## src/rtl/inst_cache.sv

```systemverilog
// Direct-mapped, read-only instruction cache. A hit answers in the same cycle.
// A miss fills one 256-bit line from physical memory through a single request.
module inst_cache #(
  parameter int S_INDEX = 3
) (
  input  logic         clk,
  input  logic         reset,
  input  logic         inst_read,
  input  logic [31:0]  inst_addr,
  output logic [31:0]  inst_rdata,
  output logic         inst_resp,
  output logic         pmem_read,
  output logic [31:0]  pmem_address,
  input  logic [255:0] pmem_rdata,
  input  logic         pmem_resp
);

  localparam int SETS  = 1 << S_INDEX;
  localparam int TAG_W = 27 - S_INDEX;

  typedef enum logic [0:0] {IDLE = 1'b0, FETCH = 1'b1} state_t;

  state_t             state;
  state_t             state_next;
  logic [SETS-1:0]    valid;
  logic [TAG_W-1:0]   tags  [SETS];
  logic [255:0]       lines [SETS];
  logic [31:0]        fill_addr;

  logic [S_INDEX-1:0] idx;
  logic [S_INDEX-1:0] fill_idx;
  logic [TAG_W-1:0]   tag;
  logic [TAG_W-1:0]   fill_tag;
  logic [2:0]         word_sel;
  logic               hit;
  logic               latch_miss;
  logic               fill_done;
  logic               unused_bits;

  assign idx          = inst_addr[4+S_INDEX:5];
  assign tag          = inst_addr[31:5+S_INDEX];
  assign word_sel     = inst_addr[4:2];
  assign fill_idx     = fill_addr[4+S_INDEX:5];
  assign fill_tag     = fill_addr[31:5+S_INDEX];
  assign unused_bits  = ^inst_addr[1:0];

  assign hit          = inst_read && valid[idx] && (tags[idx] == tag);
  assign inst_rdata   = lines[idx][{word_sel, 5'b00000} +: 32];
  // The latched line address, not the live request, drives the fill.
  assign pmem_address = fill_addr;

  always_comb begin
    state_next = state;
    inst_resp  = 1'b0;
    pmem_read  = 1'b0;
    latch_miss = 1'b0;
    fill_done  = 1'b0;
    case (state)
      IDLE: begin
        if (hit) begin
          inst_resp = 1'b1;
        end else if (inst_read) begin
          latch_miss = 1'b1;
          state_next = FETCH;
        end else begin
          state_next = IDLE;
        end
      end
      FETCH: begin
        pmem_read = 1'b1;
        if (pmem_resp) begin
          fill_done  = 1'b1;
          state_next = IDLE;
        end else begin
          state_next = FETCH;
        end
      end
      default: state_next = IDLE;
    endcase
  end

  always_ff @(posedge clk or posedge reset) begin
    if (reset) begin
      state     <= IDLE;
      fill_addr <= 32'h0000_0000;
      valid     <= {SETS{1'b0}};
    end else begin
      state <= state_next;
      if (latch_miss) begin
        fill_addr <= {inst_addr[31:5], 5'b00000};
      end
      if (fill_done) begin
        valid[fill_idx] <= 1'b1;
      end
    end
  end

  // Tag and data arrays are deliberately not reset; valid bits guard them.
  always_ff @(posedge clk) begin
    if (fill_done) begin
      lines[fill_idx] <= pmem_rdata;
      tags[fill_idx]  <= fill_tag;
    end
  end

endmodule

```

## config.mk

```make
export PLATFORM = sky130hd
export DESIGN_NAME = inst_cache
export DESIGN_NICKNAME = d
export VERILOG_FILES = /design/src/rtl/inst_cache.sv
export SDC_FILE = /design/constraint.sdc
export NUM_CORES = 2
export LEC_CHECK = 0
export CAP_MARGIN = 15
export CORE_ASPECT_RATIO = 0.8
export CORE_MARGIN = 3
export CORE_UTILIZATION = 60
export CTS_CLUSTER_SIZE = 40
export DETAILED_ROUTE_END_ITERATION = 10
export MAX_ROUTING_LAYER = met4
export PLACE_DENSITY_LB_ADDON = 0.08
export SKIP_LAST_GASP = 1
export SLEW_MARGIN = 30
export SYNTH_ARGS = -nofsm -noshare
export SYNTH_HDL_FRONTEND = slang
export SYNTH_SLANG_ARGS = --single-unit
```

## constraint.sdc

```tcl
create_clock -name clk -period 24.2 [get_ports clk]
set_input_delay 4.84 -clock clk [delete_from_list [all_inputs] [get_ports clk]]
set_output_delay 4.84 -clock clk [all_outputs]
set_load 0.05 [all_outputs]
```

After elaboration in Yosys (flattened, before gate mapping)
Memories as Yosys holds them, arrays and structs flattened.
Index checks and enable logic that the tools add are counted.

storage, ports and cells
  register bits = 36
  RAM bits = 2240
  input port bits = 292
  logic and storage cells = 31
  memories kept = 2

memory list
  name   depth  bits a word  rd ports  clocked after Yosys merged registers in  write ports  RTL line  RTL
  lines  8      256          1         0                                        1            27        logic [255:0] lines [SETS];
  tags   8      24           1         0                                        1            26        logic [TAG_W-1:0] tags [SETS];

operators by class
  order comparisons = 3
  equality and inequality tests = 1
  shift-type cells = 1
  mux-type cells = 16
  bitwise gates (word level) = 2
  reduce and logical (&&, ||, !) cells = 3

operators by type and width
  cell                                                                number
  indexed part select 256 x 9 -> 32 bit                               1
  == test 24 bit                                                      1
  2-to-1 mux 1 bit                                                    13
  < comparator 3 x 4 -> 1 bit (second input constant)                 2
  bitwise OR 8 bit                                                    1
  binary-select mux 1 bit (select 3 bit)                              1
  demux 1 bit (select 3 bit)                                          1
  greater-or-equal comparator 3 x 1 -> 1 bit (second input constant)  1
  logical AND 1 bit                                                   3
  one-hot mux 1 bit (2 select lines)                                  1
  inverter 1 bit                                                      1

Longest topological paths before layout
  word-level depth = 6
  depth in mapped cells = 13

Worst setup path before layout
OpenSTA, ideal clock, no wires.

  path kind = in2reg
  start point = input pmem_resp
  end point = register valid[2]
  setup time = 0.178 ns
  arrival time = 25.473 ns
  required time = 24.022 ns
  slack = -1.451 ns
  stages on the path = 3
  buffers on the path = 0
  cells stage by stage = nand3_1 > nor3_1 > or2_2

on the way
  longest elaborated chain between the ends = 2

ends and longest elaborated chain
  element                 RTL line  RTL
  start: declaration      15        input logic pmem_resp
  2-to-1 mux 1 bit        71        if (pmem_resp) begin
  2-to-1 mux 1 bit        58        case (state)
  end signal: assignment  86        valid <= {SETS{1'b0}};
  end: declaration        25        logic [SETS-1:0] valid;

No other way between the ends.
A chain may end at the register's enable or synchronous reset.

Final worst setup path
  start point = input inst_addr[5]
  end point = output inst_rdata[5]

on the way
  longest elaborated chain between the ends = 2

ends and longest elaborated chain
  element                                RTL line  RTL
  start: declaration                     9         input logic [31:0] inst_addr,
  memory (8 x 256 bit)                   n/a
  indexed part select 256 x 9 -> 32 bit  48        assign inst_rdata = lines[idx][{word_sel, 5'b00000} +: 32];
  end: declaration                       10        output logic [31:0] inst_rdata,

No other way between the ends.

==> results_dict.tcl <==
set metrics [dict create \
    run_status "complete, no violations" \
    grt_pass1_wl_mm 282 \
    wl_per_cell_um 31.6 \
    worstPathRequired_ns 19.36 \
    r2r-start "pmem_address[6]" \
    slew_headroom 0.239 \
    fin_crit_sh 0.601 \
    cts_made_buffers 206 \
    seq_area_frac_synth 0.781 \
    period_minus_slack_ns 14.53 \
    reg2reg_depth 6 \
    track_usage 0.270 \
    clk-insertion-delay-late_ns 0.83 \
    ir_worst_vdd_mv 0.0821 \
    maxCapViolCount 0 \
    min_from "valid[7]" \
    tightestPinTransition_ns 1.14 \
    rows 124 \
    cp-endpoint "inst_rdata[5]" \
    cts.sinks 2276 \
    antenna_found_initial 55 \
    postSynth.asyncResetShare 0.0158 \
    nets 4282 \
    dr.pass1.iters 6 \
    die_h_um 347 \
    report.final.hold_viol_count 0 \
    post_cts_buffers 0 \
    ant_nets 0 \
    rrSetupSlack_ns 19.62 \
    finalSetupViolCount 0 \
    fin_util 0.696 \
    gr-total-overflow 0 \
    worstSetupPathType "input port to output pin" \
    rsz0062_at_grt "false" \
    clk_pin_slew_ns 0.06 \
    hold_buffers 0 \
    tritoncts "built" \
    cts_max_path_buffers 3 \
    port_buffers 350 \
    gp_congestion 0.817 \
    min_delay_path_depth 1 \
    htree_levels 4 \
    ctsResizeCount 0 \
    grt_max_degree 124 \
    drt_iter0_markers 4503 \
    synth-main-ff-cell "edfxtp_1" \
    viasPerCell 6.52 \
    slew_viol_final 0 \
    clock_skew_ns 0.0214 \
    max_freq_ghz 0.0688 \
    dieArea_um2 150000 \
    synth_edf_count 2240 \
    ys_seq_elements 2276 \
    yosys_warnings 0 \
    worstReg2RegEnd "lines[5][97]" \
    avgSynthCellArea_um2 24.6 \
    hold_path_class "register to register" \
    boundaryPins 358 \
    p_leak_uw 0.0312 \
    worstPathArrival_ns 9.69 \
    synth.distinct_cells 43 \
    grt_pass1_vias 40900 \
    drc 0 \
    power_density_nw_per_um2 84.5 \
    cp_max_fo 102 \
    syn-cell-area_um2 87300 \
    endpoint_kind "output pin" \
    wirelength_mm 192 \
    area_delta_synth_final_pct 14.6 \
    fin_setup_tns_ns 0 \
    vias 39600 \
    drive_gt1_frac 0.266 \
    start_util 0.608 \
    dpl.hpwl_mm 107 \
    core_um2 144000 \
    critPathLaunchType "input port" \
    synth_cells 3553 \
    die_w_um 432 \
    critPathLaunch "inst_addr[5]" \
    cts_root_buf "clkbuf_16" \
]
how the worst min path moves through the flow:
stage	to	slack, ns
2_1_floorplan	valid[7]	0.43
3_3_place_gp	valid[7]	0.44
3_5_place_dp	valid[7]	0.45
4_1_cts	valid[7]	0.46
5_1_grt	valid[4]	0.48
6_report	valid[7]	0.46
Yosys cell counts (all sizes together), types with 7 or more instances:
| cell type | instances | area (um^2) |
|---|---|---|
| o21ai | 41 | 205 |
| or2 | 9 | 56.3 |
| nand4 | 30 | 188 |
| nor2 | 13 | 48.8 |
| nor2b | 33 | 206 |
| edfxtp | 2240 | 67300 |
| clkbuf | 80 | 300 |
| xor2 | 13 | 136 |
| mux2 | 19 | 214 |
| and3 | 7 | 43.8 |
| nor4 | 30 | 188 |
| buf | 121 | 661 |
| nand2 | 43 | 161 |
| a31oi | 27 | 169 |
| mux2i | 56 | 561 |
| mux4 | 691 | 15600 |
| dfrtp | 36 | 901 |
| a22oi | 11 | 82.6 |
report_power, final:
| group | internal, uW | leakage (uW) | switching (uW) |
|---|---|---|---|
| registers | 4500 | 0.0207 | 57.6 |
| logic | 277 | 0.00725 | 398 |
| clock network | 1860 | 0.00326 | 1360 |
sequential cells by signal (all words and copies together), names as in the netlist:
signal        flops
pmem_address     27
lines          2048
tags            192
state             1
valid             8
area by class of cell:
type / count / area [um^2]
clock inverters: 114 / 1180
diodes: 37 / 92.6
fillers: 8375 / 43700
multi-input cells: 1078 / 18300
repair buffers: 426 / 4410
well taps: 1890 / 2360
clock buffers: 257 / 5520
inverters: 2 / 7.51
flip-flops and latches: 2276 / 68200
worst max-delay path: stages:
cell and delay, ns:
buf_8 0.32, buf_4 0.48, buf_4 0.72, buf_12 0.68, mux4_2 0.61, mux4_2 0.55, mux4_2 0.48, clkdlybuf4s50_1 0.77
routing by layer:
layer	part of all wire	wire [um]	vias to the layer above	GRT usage
li1	-	-	16400	-
met1	0.40	77000	21300	0.376
met2	0.50	96800	1606	0.423
met3	0.073	14000	293	0.0480
met4	0.022	4290	0	0.0717
met5	0	0	-	-
cells by family (layout without fill, tap and decap cells):
| family | Yosys count | after routing | synth area share |
|---|---|---|---|
| other | 1 | 42 | 0.0000430 |
| AOI/OAI and AO/OA | 102 | 102 | 0.00709 |
| DFF | 2276 | 2276 | 0.781 |
| xor gates and xnor gates | 13 | 13 | 0.00156 |
| muxes | 766 | 766 | 0.187 |
| and+or+nand+nor | 192 | 192 | 0.0122 |
| buffers and inverters | 203 | 799 | 0.0111 |
cell usage in the layout (no fill, tap or decap), drive strengths merged, types with 6 or more instances in the layout:
| cell | n |
|---|---|
| edfxtp | 2240 |
| mux4 | 691 |
| clkdlybuf4s50 | 344 |
| clkbuf | 257 |
| buf | 82 |
| clkinv | 82 |
| mux2i | 56 |
| nand2 | 43 |
| o21ai | 41 |
| diode | 37 |
| dfrtp | 36 |
| nor2b | 33 |
| nor4 | 30 |
| nand4 | 30 |
| a31oi | 27 |
| bufinv | 24 |
| mux2 | 19 |
| xor2 | 13 |
| nor2 | 13 |
| a22oi | 11 |
| or2 | 9 |
| and3 | 7 |
| clkinvlp | 6 |
| o22ai | 6 |
| nor3 | 6 |
stage by stage:
| stage | instance area (um^2) | total power, uW | worst slack, ns | std cells | hold WS (ns) |
|---|---|---|---|---|---|
| floorplan | 87300 | 5080 | 6.33 | 3557 | 0.433 |
| global placement | 92900 | 5290 | 8.62 | 5663 | 0.445 |
| detailed placement | 93000 | 5320 | 8.94 | 5666 | 0.446 |
| CTS | 99700 | 8520 | 8.93 | 6037 | 0.460 |
| global route | 100000 | 8730 | 9.29 | 6074 | 0.483 |
| finish | 100000 | 8450 | 9.67 | 6080 | 0.462 |
Note: power is estimated with default switching activity, not from simulation.
